File: config.mk
export PLATFORM = sky130hd
export DESIGN_NAME = execute_stage
export DESIGN_NICKNAME = d
export VERILOG_FILES = /design/src/rtl/riscv_pkg.sv /design/src/rtl/alu.sv /design/src/rtl/execute_stage.sv
export SDC_FILE = /design/constraint.sdc
export NUM_CORES = 1
export LEC_CHECK = 0
export BUFFER_PORTS_ARGS = -buffer_cell sky130_fd_sc_hd__buf_2
export CORE_ASPECT_RATIO = 2
export CORE_MARGIN = 3
export CORE_UTILIZATION = 41
export DETAILED_ROUTE_END_ITERATION = 10
export GPL_TIMING_DRIVEN = 0
export HOLD_SLACK_MARGIN = 0.02
export PLACE_DENSITY_LB_ADDON = 0.12
export SETUP_SLACK_MARGIN = 0.05
export SYNTH_ARGS = -nofsm -noshare
export SYNTH_HDL_FRONTEND = slang
export SYNTH_SLANG_ARGS = --single-unit
File: constraint.sdc
create_clock -name clk -period 14.6 [get_ports clk]
set_clock_uncertainty 0.2 [all_clocks]
set_input_delay 0.73 -clock clk [delete_from_list [all_inputs] [get_ports clk]]
set_output_delay 0.73 -clock clk [all_outputs]
set_load 0.05 [all_outputs]
File: src/rtl/riscv_pkg.sv
// riscv_pkg: shared definitions for the execute stage.
//   XLEN            - datapath width
//   ALU_*           - ALUControl encodings (add, sub, and, or, slt)
//   FWD_*           - forwarding-unit operand select encodings
package riscv_pkg;

  localparam int XLEN = 32;

  localparam logic [2:0] ALU_ADD = 3'b000;
  localparam logic [2:0] ALU_SUB = 3'b001;
  localparam logic [2:0] ALU_AND = 3'b010;
  localparam logic [2:0] ALU_OR  = 3'b011;
  localparam logic [2:0] ALU_SLT = 3'b101;

  localparam logic [1:0] FWD_REG = 2'b00;
  localparam logic [1:0] FWD_W   = 2'b01;
  localparam logic [1:0] FWD_M   = 2'b10;

endpackage

File: src/rtl/alu.sv
// alu: purely combinational integer ALU.
//   A, B        in  WIDTH  operands
//   ALUControl  in  3      operation select (see riscv_pkg ALU_*)
//   Result      out WIDTH  operation result; unknown codes give 0
//   Zero        out 1      high when Result is all zeros
module alu
  import riscv_pkg::*;
#(
  parameter int WIDTH = riscv_pkg::XLEN
) (
  input  logic [WIDTH-1:0] A,
  input  logic [WIDTH-1:0] B,
  input  logic [2:0]       ALUControl,
  output logic [WIDTH-1:0] Result,
  output logic             Zero
);

  logic lt_signed;

  assign lt_signed = ($signed(A) < $signed(B));

  always_comb begin
    Result = '0;
    case (ALUControl)
      ALU_ADD: Result = A + B;
      ALU_SUB: Result = A - B;
      ALU_AND: Result = A & B;
      ALU_OR:  Result = A | B;
      ALU_SLT: Result = {{(WIDTH-1){1'b0}}, lt_signed};
      default: Result = '0;
    endcase
  end

  assign Zero = (Result == '0);

endmodule

File: src/rtl/execute_stage.sv
// execute_stage: EX stage of a 5-stage RISC-V pipeline plus the E/M register.
//   clk, rst                       clock, synchronous active-high reset
//   *E controls, RD_E              decoded controls / destination for the E instruction
//   RD1_E, RD2_E, Imm_Ext_E        operands and immediate
//   PCE, PCPlus4E                  PC values of the E instruction
//   ForwardAE, ForwardBE, ResultW  forwarding selects and W-stage result
//   StallM, FlushM                 hold / bubble the E/M register
//   PCSrcE, PCTargetE              combinational branch decision and target
//   *M outputs                     registered E/M state; ALUResultM also feeds forwarding
module execute_stage
  import riscv_pkg::*;
#(
  parameter int XLEN = riscv_pkg::XLEN
) (
  input  logic            clk,
  input  logic            rst,
  input  logic            RegWriteE,
  input  logic            MemWriteE,
  input  logic            ResultSrcE,
  input  logic            BranchE,
  input  logic            ALUSrcE,
  input  logic [2:0]      ALUControlE,
  input  logic [XLEN-1:0] RD1_E,
  input  logic [XLEN-1:0] RD2_E,
  input  logic [XLEN-1:0] Imm_Ext_E,
  input  logic [XLEN-1:0] PCE,
  input  logic [XLEN-1:0] PCPlus4E,
  input  logic [4:0]      RD_E,
  input  logic [1:0]      ForwardAE,
  input  logic [1:0]      ForwardBE,
  input  logic [XLEN-1:0] ResultW,
  input  logic            StallM,
  input  logic            FlushM,
  output logic            PCSrcE,
  output logic [XLEN-1:0] PCTargetE,
  output logic            RegWriteM,
  output logic            MemWriteM,
  output logic            ResultSrcM,
  output logic [4:0]      RD_M,
  output logic [XLEN-1:0] ALUResultM,
  output logic [XLEN-1:0] WriteDataM,
  output logic [XLEN-1:0] PCPlus4M
);

  logic [XLEN-1:0] src_a_e;
  logic [XLEN-1:0] fwd_b_e;
  logic [XLEN-1:0] src_b_e;
  logic [XLEN-1:0] alu_result_e;
  logic            zero_e;

  logic            reg_write_q,   reg_write_d;
  logic            mem_write_q,   mem_write_d;
  logic            result_src_q,  result_src_d;
  logic [4:0]      rd_q,          rd_d;
  logic [XLEN-1:0] alu_result_q,  alu_result_d;
  logic [XLEN-1:0] write_data_q,  write_data_d;
  logic [XLEN-1:0] pc_plus4_q,    pc_plus4_d;

  // Forwarding muxes. The M source is the registered value, i.e. the result
  // of the previous instruction, so dependent back-to-back ops chain. The
  // unused select 11 falls back to the register-file value.
  always_comb begin
    src_a_e = RD1_E;
    case (ForwardAE)
      FWD_W:   src_a_e = ResultW;
      FWD_M:   src_a_e = alu_result_q;
      default: src_a_e = RD1_E;
    endcase
  end

  always_comb begin
    fwd_b_e = RD2_E;
    case (ForwardBE)
      FWD_W:   fwd_b_e = ResultW;
      FWD_M:   fwd_b_e = alu_result_q;
      default: fwd_b_e = RD2_E;
    endcase
  end

  assign src_b_e = ALUSrcE ? Imm_Ext_E : fwd_b_e;

  alu #(.WIDTH(XLEN)) u_alu (
    .A          (src_a_e),
    .B          (src_b_e),
    .ALUControl (ALUControlE),
    .Result     (alu_result_e),
    .Zero       (zero_e)
  );

  assign PCSrcE    = BranchE & zero_e;
  assign PCTargetE = PCE + Imm_Ext_E;

  // E/M register next state: flush beats stall beats capture. Reset is
  // applied in the flop process so it overrides everything.
  always_comb begin
    reg_write_d  = reg_write_q;
    mem_write_d  = mem_write_q;
    result_src_d = result_src_q;
    rd_d         = rd_q;
    alu_result_d = alu_result_q;
    write_data_d = write_data_q;
    pc_plus4_d   = pc_plus4_q;
    if (FlushM) begin
      reg_write_d  = 1'b0;
      mem_write_d  = 1'b0;
      result_src_d = 1'b0;
      rd_d         = '0;
      alu_result_d = '0;
      write_data_d = '0;
      pc_plus4_d   = '0;
    end else if (!StallM) begin
      reg_write_d  = RegWriteE;
      mem_write_d  = MemWriteE;
      result_src_d = ResultSrcE;
      rd_d         = RD_E;
      alu_result_d = alu_result_e;
      // Store data is the forwarded register operand, never the immediate.
      write_data_d = fwd_b_e;
      pc_plus4_d   = PCPlus4E;
    end
  end

  always_ff @(posedge clk) begin
    if (rst) begin
      reg_write_q  <= 1'b0;
      mem_write_q  <= 1'b0;
      result_src_q <= 1'b0;
      rd_q         <= '0;
      alu_result_q <= '0;
      write_data_q <= '0;
      pc_plus4_q   <= '0;
    end else begin
      reg_write_q  <= reg_write_d;
      mem_write_q  <= mem_write_d;
      result_src_q <= result_src_d;
      rd_q         <= rd_d;
      alu_result_q <= alu_result_d;
      write_data_q <= write_data_d;
      pc_plus4_q   <= pc_plus4_d;
    end
  end

  assign RegWriteM  = reg_write_q;
  assign MemWriteM  = mem_write_q;
  assign ResultSrcM = result_src_q;
  assign RD_M       = rd_q;
  assign ALUResultM = alu_result_q;
  assign WriteDataM = write_data_q;
  assign PCPlus4M   = pc_plus4_q;

endmodule

==> impl_metrics.json <==
{
  "outcome": "completed",
  "postCtsSetupBuffers": 0,
  "synth_cell_types": 83,
  "cts_root_buf": "clkbuf_16",
  "worst-r2r-cell-count": 15,
  "finalSetupTns_ns": 0,
  "rows": 88,
  "drt_iter0_markers": 1287,
  "slew_headroom_pct": 12.7,
  "drt-total-wl_mm": 62.5,
  "track_usage_pct": 37.7,
  "dieArea_um2": 31900,
  "grt.overflow.total": 0,
  "combPwrFrac_pct": 56.7,
  "grt_max_degree": 17,
  "synth_edf_count": 0,
  "p_int_uw": 683,
  "antenna_found_initial": 6,
  "worstHoldPathCells": 2,
  "power_frac_seq_pct": 22.7,
  "layout_commonest_cell": "buf_2",
  "hold_violations": 0,
  "synth_warnings": 0,
  "cts_resized": 0,
  "end_kind": "output port",
  "vdd.ir_drop.worst_uv": 72.2,
  "yosysTopAreaCell": "dfxtp_1",
  "final_area_um2": 14700,
  "synth_area_leaders": "dfxtp_1, ha_1, nor2_1",
  "core_area_um2": 29100,
  "postPlaceCellArea_um2": 14400,
  "final_nets": 2451,
  "maxCapViolations": 0,
  "clkPwrFrac_pct": 20.7,
  "layout_common_cells": "buf_2, nor2_1, a21oi_1",
  "critPathLaunchType": "primary input",
  "dp_cells": 2440,
  "yosysTopAreaCellShare_pct": 17.1,
  "powerDensity_nw_per_um2": 91.1,
  "clock-sinks": 104,
  "clockBufferDepth": 2,
  "leakage_nw": 6.90,
  "vias": 15000,
  "period_share_pct": 59.7,
  "tritoncts": "yes",
  "area_growth_pct": 20.6,
  "rsz0062_at_grt": "false",
  "drc": 0,
  "cts.reportedPaths.clkPinSlew_ns": 0.07,
  "ys_async_sr_fraction_pct": 0,
  "synth_nets": 2094,
  "fin_total_pwr_mw": 1.34,
  "gp_congestion": 0.999,
  "ant_nets": 0,
  "first_pass_iters": 6,
  "ys_ff_latch": 104,
  "boundaryPins": 350,
  "syn-instance-count": 1734,
  "yosys_most_used_dff": "dfxtp_1",
  "path_max_fanout": 10,
  "dp_slack_ns": 6.10,
  "die_height_um": 250,
  "setup_viol": 0,
  "htree_levels": 3,
  "stdcell_count": 2459,
  "clk_latency_ns": 0.38,
  "vias_per_cell": 6.10,
  "period_minus_slack_ns": 8.72,
  "hold_buffers": 0,
  "cp.required_ns": 13.67,
  "hold_class": "reg -> reg",
  "die_w_um": 128,
  "wl_per_cell_um": 25.4,
  "worst_slew_pin_slew_ns": 1.30,
  "maxSlewViolCount": 0,
  "grt_pass1_vias": 14800,
  "critical_path_class": "in -> out",
  "port_buffers": 346,
  "numCtsBuffers": 9,
  "power.switching_uw": 654,
  "cp.arrival_ns": 7.79,
  "timing.final.ws_setup_ns": 5.88,
  "avgSynthCellArea_um2": 7.02,
  "netlist_area_um2": 12200,
  "hpwl_mm": 52.5,
  "grt_pass1_wl_mm": 90.8,
  "ys_seq_area_share_pct": 17.1,
  "start_util_pct": 41.9,
  "fmax_mhz": 115,
  "switching_share_pct": 48.9,
  "drive_gt1_share_pct": 19.0
}
[synthesized netlist by cell type (10+ instances only)]
master    instances
o21bai_1         10
o21a_1           11
nor2_1          254
buf_1            13
mux2i_1          55
a21o_1           26
inv_1           108
a21oi_1         173
nor3_1           26
nand2b_1         11
clkbuf_1         87
or3_1            13
nor2b_1          17
o211ai_1         24
ha_1            144
nor4_1           12
nand3_1          24
a211oi_1         28
xnor2_1          29
xor2_1           16
dfxtp_1         104
a22oi_1          68
or2_2            10
nand2_1         155
a31oi_1          11
o21ai_0         125
[power groups by stage]
stage               registers [mW]  clock network [mW]  logic, mW
CTS                          0.303               0.278      0.741
global placement             0.309                   0      0.735
floorplan                    0.342                   0      0.470
finish                       0.303               0.276      0.758
global route                 0.304               0.287      0.807
detailed placement           0.309                   0      0.737
[per-layer routing]
layer  GRT usage (%)  routed length, um  up-vias
li1                -                  -     6942
met1            36.7              20500     7020
met3            6.36               4170      224
met4            26.4               5140        0
met5               0                  0        -
met2            70.0              32700      826
[flip-flops by register name, indices dropped and copies added, names as in the netlist]
| signal | count |
|---|---|
| RegWriteM | 1 |
| RD_M | 5 |
| ALUResultM | 32 |
| ResultSrcM | 1 |
| MemWriteM | 1 |
| PCPlus4M | 32 |
| WriteDataM | 32 |
[worst max-delay path, cell delays in order]
cell and delay (ns):
buf_2 0.11, inv_1 0.05, ha_1 0.35, clkbuf_1 0.48, a22oi_1 0.21, nor2_1 0.17, a21oi_1 0.10, o21ai_0 0.78
ha_1 0.36, clkbuf_1 0.22, or2_1 0.37, a211oi_1 0.87, o32ai_1 0.27, a221o_1 0.35, a22oi_1 0.36, o2111ai_1 0.18
or4_1 0.48, nor4_1 0.71, nand4_1 0.16, nor2_1 0.20, buf_2 0.29
[per-stage QoR]
step	utilization, %	hold WS [ns]
6_report	50.5	0.294
5_1_grt	50.5	0.321
4_1_cts	50.5	0.292
3_5_place_dp	49.4	0.273
3_3_place_gp	49.4	0.266
2_1_floorplan	-	0.507
[final cells by class]
cell class	count	area, um^2
fillers	3130	14400
multi-input cells	1413	9260
flip-flops and latches	104	2080
repair buffers	346	1730
well taps	360	450
plain buffers	109	429
inverters	108	405
clock buffers	11	243
clock inverters	4	76.3
diodes	4	10.0
[path summary, 6_finish.rpt]
kind	slack (ns)	to	from
worst max register to register	8.83	ALUResultM[26]	ALUResultM[12]
worst min register to register	0.29	WriteDataM[2]	WriteDataM[2]
worst max-delay path	5.88	PCSrcE	ForwardBE[1]
worst min-delay path	0.29	WriteDataM[2]	WriteDataM[2]
[cells by family (layout without fill, tap and decap cells)]
group | count (synthesis) | after routing | synth area share (%)
AO/OA/AOI/OAI | 582 | 582 | 31.1
XOR/XNOR | 45 | 45 | 3.24
adder cells (fa/ha/maj) | 147 | 147 | 15.3
buffers and inverters | 217 | 578 | 6.85
flip-flops | 104 | 104 | 17.1
multiplexers | 58 | 58 | 4.89
other | 0 | 4 | 0
AND/OR/NAND/NOR | 581 | 581 | 21.5
Note: power is estimated with default switching activity, not from simulation.
